===== src/rtl/led_pkg.sv =====
// -----------------------------------------------------------------------------
// led_pkg
//   Shared types and constants for the multi-channel LED driver.
//   - mode_t       : per-channel operating mode (3-bit encoding)
//   - DEF_PERIOD   : reset value of the blink half-period (ticks)
//   - DEF_DUTY     : reset value of the PWM duty
//   - decode_mode  : maps a raw 3-bit mode field onto mode_t; unused
//                    encodings fall back to MODE_OFF
// -----------------------------------------------------------------------------
package led_pkg;

  localparam int MODE_W = 3;

  typedef enum logic [MODE_W-1:0] {
    MODE_OFF     = 3'd0,
    MODE_ON      = 3'd1,
    MODE_BLINK   = 3'd2,
    MODE_PWM     = 3'd3,
    MODE_BREATHE = 3'd4
  } mode_t;

  localparam int DEF_PERIOD = 1;
  localparam int DEF_DUTY   = 0;

  // Encodings 5..7 are reserved; a channel written with one of them goes dark.
  function automatic mode_t decode_mode(input logic [MODE_W-1:0] raw);
    case (raw)
      3'd1:    return MODE_ON;
      3'd2:    return MODE_BLINK;
      3'd3:    return MODE_PWM;
      3'd4:    return MODE_BREATHE;
      default: return MODE_OFF;
    endcase
  endfunction

endpackage : led_pkg


===== src/rtl/led_channel.sv =====
// -----------------------------------------------------------------------------
// led_channel
//   One LED channel: holds its configuration (mode, blink half-period, PWM
//   duty), the blink tick counter and phase, the breathe level/direction and
//   the registered led / blink_edge outputs.
//
// Ports
//   clk, reset   : system clock, asynchronous active-high reset
//   tick_i       : shared time-base strobe (one clk wide, unregistered)
//   pwm_cnt      : shared free-running PWM counter
//   wr_en        : this channel is the target of a config write this cycle
//   cfg_mode     : raw 3-bit mode field
//   cfg_period   : blink half-period in ticks (0 is stored as 1)
//   cfg_duty     : PWM duty
//   led          : registered LED drive
//   blink_edge   : one-clk pulse on the edge where the blink phase flips;
//                  led follows the new phase one clk later
// -----------------------------------------------------------------------------
module led_channel
  import led_pkg::*;
#(
  parameter int PERIOD_W = 16,
  parameter int DUTY_W   = 8
) (
  input  logic                clk,
  input  logic                reset,
  input  logic                tick_i,
  input  logic [DUTY_W-1:0]   pwm_cnt,
  input  logic                wr_en,
  input  logic [MODE_W-1:0]   cfg_mode,
  input  logic [PERIOD_W-1:0] cfg_period,
  input  logic [DUTY_W-1:0]   cfg_duty,
  output logic                led,
  output logic                blink_edge
);

  localparam logic [DUTY_W-1:0]   LEVEL_MAX = '1;
  localparam logic [PERIOD_W-1:0] PERIOD_1  = PERIOD_W'(DEF_PERIOD);

  mode_t                mode_q,     mode_d;
  logic [PERIOD_W-1:0]  period_q,   period_d;
  logic [DUTY_W-1:0]    duty_q,     duty_d;
  logic [PERIOD_W-1:0]  count_q,    count_d;
  logic                 phase_q,    phase_d;
  logic [DUTY_W-1:0]    level_q,    level_d;
  logic                 dir_down_q, dir_down_d;
  logic                 led_d;
  logic                 edge_d;

  // NOTE: every signal written here gets a default first, so no path leaves
  // one unassigned and no latch is inferred.
  always_comb begin
    mode_d     = mode_q;
    period_d   = period_q;
    duty_d     = duty_q;
    count_d    = count_q;
    phase_d    = phase_q;
    level_d    = level_q;
    dir_down_d = dir_down_q;
    edge_d     = 1'b0;
    led_d      = 1'b0;

    // The LED is driven from the currently held state, so a freshly
    // written mode shows on the pin from the edge after the write.
    case (mode_q)
      MODE_ON:      led_d = 1'b1;
      MODE_BLINK:   led_d = phase_q;
      MODE_PWM:     led_d = (pwm_cnt < duty_q);
      MODE_BREATHE: led_d = (pwm_cnt < level_q);
      default:      led_d = 1'b0;
    endcase

    if (wr_en) begin
      // A write restarts the channel from scratch and swallows a tick that
      // lands in the same cycle.
      mode_d     = decode_mode(cfg_mode);
      period_d   = (cfg_period == '0) ? PERIOD_1 : cfg_period;
      duty_d     = cfg_duty;
      count_d    = '0;
      phase_d    = 1'b0;
      level_d    = '0;
      dir_down_d = 1'b0;
    end else if (tick_i) begin
      if (mode_q == MODE_BLINK) begin
        if (count_q == period_q - PERIOD_1) begin
          count_d = '0;
          phase_d = ~phase_q;
          edge_d  = 1'b1;
        end else begin
          count_d = count_q + PERIOD_1;
        end
      end

      if (mode_q == MODE_BREATHE) begin
        // Reflect at the endpoints on the same tick so the triangle never
        // dwells two ticks on 0 or on LEVEL_MAX.
        if (!dir_down_q) begin
          if (level_q == LEVEL_MAX) begin
            dir_down_d = 1'b1;
            level_d    = LEVEL_MAX - DUTY_W'(1);
          end else begin
            level_d    = level_q + DUTY_W'(1);
          end
        end else begin
          if (level_q == '0) begin
            dir_down_d = 1'b0;
            level_d    = DUTY_W'(1);
          end else begin
            level_d    = level_q - DUTY_W'(1);
          end
        end
      end
    end
  end

  // NOTE: sequential state uses non-blocking assignments so every flop
  // samples pre-edge values, independent of statement order.
  always_ff @(posedge clk or posedge reset) begin
    if (reset) begin
      mode_q     <= MODE_OFF;
      period_q   <= PERIOD_1;
      duty_q     <= DUTY_W'(DEF_DUTY);
      count_q    <= '0;
      phase_q    <= 1'b0;
      level_q    <= '0;
      dir_down_q <= 1'b0;
      led        <= 1'b0;
      blink_edge <= 1'b0;
    end else begin
      mode_q     <= mode_d;
      period_q   <= period_d;
      duty_q     <= duty_d;
      count_q    <= count_d;
      phase_q    <= phase_d;
      level_q    <= level_d;
      dir_down_q <= dir_down_d;
      led        <= led_d;
      blink_edge <= edge_d;
    end
  end

endmodule : led_channel


===== src/rtl/led_array_ctrl.sv =====
// -----------------------------------------------------------------------------
// led_array_ctrl
//   Multi-channel LED driver. A shared prescaler produces a time-base tick,
//   a shared free-running counter provides the PWM reference, and NUM_LEDS
//   independent led_channel instances each run OFF / ON / BLINK / PWM /
//   BREATHE as configured through a single write port.
//
// Ports
//   clk, reset   : system clock, asynchronous active-high reset
//   cfg_we       : single-cycle config write strobe
//   cfg_sel      : target channel; indices >= NUM_LEDS are ignored
//   cfg_mode     : mode_t encoding (reserved values act as OFF)
//   cfg_period   : blink half-period in ticks
//   cfg_duty     : PWM duty
//   led          : registered LED drive, one bit per channel
//   tick         : registered time-base pulse, one clk wide
//   blink_edge   : per-channel pulse when a BLINK channel toggles
// -----------------------------------------------------------------------------
module led_array_ctrl
  import led_pkg::*;
#(
  parameter  int NUM_LEDS = 4,
  parameter  int TICK_DIV = 100000,
  parameter  int PERIOD_W = 16,
  parameter  int DUTY_W   = 8,
  localparam int SEL_W    = (NUM_LEDS > 1) ? $clog2(NUM_LEDS) : 1
) (
  input  logic                clk,
  input  logic                reset,
  input  logic                cfg_we,
  input  logic [SEL_W-1:0]    cfg_sel,
  input  logic [MODE_W-1:0]   cfg_mode,
  input  logic [PERIOD_W-1:0] cfg_period,
  input  logic [DUTY_W-1:0]   cfg_duty,
  output logic [NUM_LEDS-1:0] led,
  output logic                tick,
  output logic [NUM_LEDS-1:0] blink_edge
);

  localparam int                 PRESC_W   = (TICK_DIV > 1) ? $clog2(TICK_DIV) : 1;
  localparam logic [PRESC_W-1:0] PRESC_TOP = PRESC_W'(TICK_DIV - 1);

  logic [PRESC_W-1:0]  presc_q;
  logic [DUTY_W-1:0]   pwm_cnt_q;
  logic                tick_i;
  logic [NUM_LEDS-1:0] wr_sel;

  assign tick_i = (presc_q == PRESC_TOP);

  always_ff @(posedge clk or posedge reset) begin
    if (reset) begin
      presc_q   <= '0;
      pwm_cnt_q <= '0;
      tick      <= 1'b0;
    end else begin
      presc_q   <= tick_i ? '0 : presc_q + PRESC_W'(1);
      pwm_cnt_q <= pwm_cnt_q + DUTY_W'(1);
      tick      <= tick_i;
    end
  end

  // One-hot channel select; an out-of-range index matches no channel.
  always_comb begin
    wr_sel = '0;
    for (int i = 0; i < NUM_LEDS; i++) begin
      if (cfg_we && (int'(cfg_sel) == i)) wr_sel[i] = 1'b1;
    end
  end

  for (genvar i = 0; i < NUM_LEDS; i++) begin : g_ch
    led_channel #(
      .PERIOD_W (PERIOD_W),
      .DUTY_W   (DUTY_W)
    ) u_ch (
      .clk        (clk),
      .reset      (reset),
      .tick_i     (tick_i),
      .pwm_cnt    (pwm_cnt_q),
      .wr_en      (wr_sel[i]),
      .cfg_mode   (cfg_mode),
      .cfg_period (cfg_period),
      .cfg_duty   (cfg_duty),
      .led        (led[i]),
      .blink_edge (blink_edge[i])
    );
  end

endmodule : led_array_ctrl


===== config.mk =====
export PLATFORM = sky130hd
export DESIGN_NAME = led_array_ctrl
export DESIGN_NICKNAME = d
export VERILOG_FILES = /design/src/rtl/led_pkg.sv /design/src/rtl/led_channel.sv /design/src/rtl/led_array_ctrl.sv
export SDC_FILE = /design/constraint.sdc
export NUM_CORES = 1
export LEC_CHECK = 0
export CORE_UTILIZATION = 25
export DETAILED_ROUTE_END_ITERATION = 10
export PLACE_DENSITY = 0.48
export SETUP_SLACK_MARGIN = 0.3
export SLEW_MARGIN = 20
export SYNTH_ARGS = -nofsm -noshare
export SYNTH_HDL_FRONTEND = slang
export SYNTH_HIERARCHICAL = 1
export SYNTH_SLANG_ARGS = --single-unit

===== constraint.sdc =====
create_clock -name clk -period 3.1 [get_ports clk]
set_input_delay 0.62 -clock clk [delete_from_list [all_inputs] [get_ports clk]]
set_output_delay 0.62 -clock clk [all_outputs]
set_load 0.05 [all_outputs]

Word-level counts from Yosys, hierarchy flattened
Cells that the tools add are included.

cells by class
  reduce and logical (&&, ||, !) cells = 38
  bitwise gates (word level) = 4
  equality and inequality tests = 32
  order comparisons = 8
  $add $sub $neg = 18
  muxes and demuxes = 107

operator list
  kind                     count
  $mux W16                 17
  $mux W8                  24
  $add A16 B1 Y16 const B  4
  $eq A16 B16 Y1           4
  $lt A8 B8 Y1             8
  $sub A16 B1 Y16 const B  4
  $mux W1                  60
  $add A8 B1 Y8 const B    5
  $eq A8 B8 Y1 const B     4
  $logic_not A8 Y1         4
  $reduce_bool A2 Y1       16
  $sub A8 B1 Y8 const B    4
  $eq A3 B2 Y1 const B     10
  $add A17 B1 Y17 const B  1
  $eq A17 B17 Y1 const B   1
  $mux W17                 1
  $logic_not A16 Y1        1
  $pmux W1 S4              4
  $reduce_and A2 Y1        8
  $eq A3 B1 Y1 const B     5
  $eq A3 B3 Y1 const B     5
  $pmux W3 S4              1
  $reduce_and A3 Y1        4
  $eq A2 B2 Y1 const B     2
  other kinds (4)          10

word-level totals
  output and inout bits = 9
  bits in registers = 246
  input port bits = 32
  logic and storage cells = 246

Depth between registers and ports, before layout
  word-level depth = 6
  depth in mapped cells = 12
  depth with buffers taken out = 10

Modules after synthesis
The synthesis kept the hierarchy.

by module, submodules not included
  module                           cells each  instances  area each (sq um)  seq. area each (sq um)
  led_channel at g_ch[1].u_ch ...  428         2          3658.5             1377.6
  led_channel at g_ch[0].u_ch      450         1          3834.9             1377.6
  led_channel at g_ch[3].u_ch      416         1          3766.1             1377.6
  led_array_ctrl                   103         1          1204.9             650.6

Least setup slack after synthesis
OpenSTA, ideal clock, no wires.

  path kind = register -> register
  from = register g_ch[3].u_ch.period_q[0]
  to = register g_ch[3].u_ch.phase_q
  setup slack = 0.294 ns
  required time = 2.975 ns
  path buffers = 1
  clock period less this slack = 2.806 ns
  stages on the path, launching flop included = 11
  arrival time = 2.681 ns
  library setup time = 0.125 ns
  cells stage by stage = dfstp_2 -> inv_1 -> ha_1 -> clkbuf_1 -> and2b_1 -> or3_1 -> a31oi_1 -> nand3_1 -> or4b_4 -> nor3_4 -> mux2_4

on the way
  word-level cells in the longest chain between the ends = 4

RTL lines
  what                          RTL line            RTL
  start, declared               led_channel.sv:41   logic [PERIOD_W-1:0] period_q, period_d;
  start signal, assigned        led_channel.sv:131  period_q <= period_d;
  $sub A16 B1 Y16               led_channel.sv:85   if (count_q == period_q - PERIOD_1) begin
  $eq A16 B16 Y1                led_channel.sv:85
  $reduce_bool A2 Y1 (no line)  --
  $reduce_and A3 Y1 (no line)   --
  end signal, assigned          led_channel.sv:134  phase_q <= phase_d;
  end, declared                 led_channel.sv:44   logic phase_q, phase_d;

Every way passes these cells.
A chain may end at the register's enable or synchronous reset.

Worst setup path in the final report
  from = register g_ch[3].u_ch.period_q[3]
  to = register g_ch[3].u_ch.phase_q

Same word-level chain as after synthesis.

==> results.py <==
metrics = {
    "routing": {
        "drc": 0,
        "wl_per_cell_um": 16.4,
        "drtPass1Iterations": 6,
        "drt-initial-drc-count": 936,
        "drt_wl_total_um": 45400,
        "viasPerCell": 4.97,
        "num_vias": 13700,
        "antenna_left": 0,
    },
    "job": {
        "drv_cap": 0,
    },
    "yosys": {
        "synth_area_um2": 16100,
        "yosys.area_share.adder_pct": 6.05,
        "synth_top_family_by_area": "simple AND/OR/NAND/NOR gates",
        "yosysMostFrequentCell": "dfrtp_1",
        "yosysSeqAreaShare_pct": 38.2,
        "async_flop_share_pct": 100,
        "syn_area_per_cell_um2": 8.83,
        "netlist.area_leader.share_pct": 37.6,
        "yosys_warnings": 6,
        "synth_flop_cell": "dfrtp_1",
        "synth_cells": 1825,
        "yosys.area.top_type": "dfrtp_1",
        "synthMuxAreaShare_pct": 5.68,
        "syn-num-nets": 1935,
        "yosys.area_share.simple_pct": 24.9,
        "synth_compound_area_share_pct": 15.1,
        "yosysUniqueCellTypes": 89,
        "netlist_top_cells_area": "dfrtp_1 38%, ha_1 6.1%, mux2_2 4.5%",
        "synth-edff-count": 0,
        "synth_xor_area_share_pct": 5.57,
        "ys_seq_elements": 246,
        "synth_common_cells": "242 x dfrtp_1, 174 x nand2_1, 127 x o21ai_0",
    },
    "hold_path": {
        "min_to": "presc_q[0]",
        "worstHoldPathType": "register to register",
        "worstHoldStart": "presc_q[0]",
        "hold_depth": 1,
    },
    "power_and_ir_drop": {
        "power_density_nw_per_um2": 474,
        "p_total_mw": 9.19,
        "p_int_mw": 6.57,
        "ir_drop_uv": 477,
        "power.share.clock_pct": 40.8,
        "seqPwrFrac_pct": 41.8,
        "p_sw_mw": 2.62,
        "power_leakage_nw": 7.96,
        "pwr-share-comb_pct": 17.3,
        "switching_share_pct": 28.5,
    },
    "sta": {
        "setup_ws_ns": 0.222,
        "finalSetupTns_ns": 0,
        "setup_viol": 0,
        "max_freq_mhz": 347,
        "fin_skew_ns": 0.0194,
        "relSlewSlack_pct": 43.6,
        "max_slew.worst_pin.slew_ns": 0.847,
        "finalHoldViolCount": 0,
        "rsz0062_at_grt": "yes",
        "slew_viol_final": 0,
        "layout_min_cycle_time_ns": 2.88,
        "fin_crit_sh_pct": 92.8,
    },
    "worst_setup_path": {
        "critPathKind": "register to register",
        "cp-end-kind": "register",
        "arrival_ns": 3.33,
        "required_ns": 3.55,
        "reg2reg_to": "g_ch[3].u_ch/phase_q",
        "reg2reg_depth": 7,
        "start_kind": "register",
        "r2r_setup_slack_ns": 0.22,
        "timing.rr.start": "g_ch[3].u_ch/period_q[3]",
        "cp_max_fo": 4,
    },
    "clock_tree": {
        "cts_root_buffer": "clkbuf_16",
        "numCtsBuffers": 30,
        "clk_pin_slew_ns": 0.06,
        "clk_latency_ns": 0.58,
        "ctsHoldBuffers": 0,
        "tritoncts": "done",
        "cts_buffer_depth": 3,
        "cts.sinks": 246,
        "h-tree-depth": 1,
    },
    "grt": {
        "grt_max_degree": 64,
        "grt_pass1_vias": 13300,
        "grtUsageTotal_pct": 13.6,
        "grt_overflow": 0,
        "grt_pass1_wl_um": 73700,
        "antenna_found_initial": 0,
    },
    "placement": {
        "gp_congestion": 0.842,
        "numPortBuffers": 40,
        "pre_cts_slack_ns": 0.191,
        "hpwl_um": 31600,
    },
    "cells_and_area": {
        "drive_gt1_share_pct": 15.5,
        "syn_to_final_growth_pct": 20.3,
        "antenna_cells": 0,
        "nets": 2004,
    },
    "floorplan": {
        "io_pins": 41,
        "die_h_um": 256,
        "start_util_pct": 25.4,
        "rows": 92,
        "die_width_um": 256,
        "core_um2": 63400,
        "dieArea_um2": 65500,
    },
    "outcome": {
        "status": "complete, no violations",
    },
}
power by group through the flow:
stage / clock network [mW] / logic, mW / registers, mW
floorplan: 0 / 1.05 / 3.80
detailed placement: 0 / 1.44 / 3.89
global placement: 0 / 1.41 / 3.88
CTS: 3.89 / 1.51 / 3.83
finish: 3.75 / 1.59 / 3.85
global route: 4.01 / 1.78 / 3.90
layer usage:
metal,track usage [%],wire length (um),vias up
met3,1.72,1720,40
met2,21.5,20400,225
met1,19.8,22700,6738
li1,-,-,6735
met5,0,0,-
met4,2.93,633,0
flip-flops by register name, summed over array words and instances, names as in the netlist:
| name | cells |
|---|---|
| g_ch.u_ch/duty_q | 32 |
| pwm_cnt_q | 8 |
| g_ch.u_ch/period_q | 64 |
| g_ch.u_ch/level_q | 32 |
| g_ch.u_ch/led | 4 |
| g_ch.u_ch/blink_edge | 4 |
| g_ch.u_ch/mode_q | 12 |
| g_ch.u_ch/phase_q | 4 |
| tick | 1 |
| g_ch.u_ch/count_q | 64 |
| g_ch.u_ch/dir_down_q | 4 |
| presc_q | 17 |
cell usage in the layout (no fill, tap or decap), types with 40 or more instances in the layout:
cell / count
clkdlybuf4s50_1: 40
a21oi_1: 88
xnor2_1: 68
inv_1: 93
nor2_1: 108
ha_1: 76
nor3_1: 53
nand3_1: 90
nand2_1: 174
dfrtp_1: 235
buf_4: 70
mux2_2: 63
o21ai_0: 126
cells by family after synthesis:
kind of cell	Yosys count
simple gates	734
compound gates	399
flops	246
buf+inv	184
xor+xnor	101
mux	83
fa+ha+maj	78
worst max path at each step:
stage,start,to,cells past startpoint
after floorplan,g_ch[3].u_ch/period_q[0],g_ch[3].u_ch/phase_q,10
after CTS,g_ch[3].u_ch/period_q[7],g_ch[3].u_ch/count_q[9],10
final,g_ch[3].u_ch/period_q[3],g_ch[3].u_ch/phase_q,7
after detailed placement,g_ch[3].u_ch/period_q[0],g_ch[3].u_ch/count_q[9],10
after global routing,g_ch[3].u_ch/period_q[3],g_ch[3].u_ch/phase_q,7
after global placement,g_ch[0].u_ch/period_q[0],g_ch[0].u_ch/blink_edge,9
through the flow:
step / util, % / hold slack (ns) / area [um^2] / instances
4_1_cts: 29.8 / 0.511 / 18900 / 2746
6_report: 30.6 / 0.502 / 19400 / 2764
2_1_floorplan: - / 0.455 / 16100 / 1825
5_1_grt: 30.6 / 0.530 / 19400 / 2764
3_5_place_dp: 27.9 / 0.497 / 17700 / 2681
3_3_place_gp: 27.9 / 0.478 / 17700 / 2681
critical path: stages, from the launching register on:
cell and delay (ns):
dfrtp_2 0.44, or4_4 0.61, nor4_4 0.23, o32a_1 0.23, mux2i_2 0.10, or4b_4 0.52, nor3_4 0.29, mux2_4 0.33
final cells by class:
class | instances | area (um^2)
clock buffers | 48 | 910
multi-input cells | 1395 | 9640
well taps | 846 | 1060
repair buffers | 120 | 1100
flip-flops and latches | 246 | 6170
clock inverters | 8 | 140
inverters | 101 | 383
fillers | 6586 | 44000
timing repair:
action / CTS / global route
cloned: 0 / 2
endpoints found under the setup margin: 35 / 60
pin swaps: 10 / 31
endpoints found under the hold margin: 0 / 0
setup buffers: 9 / 16
gates resized for setup: 21 / 68
Note: power is estimated with default switching activity, not from simulation.
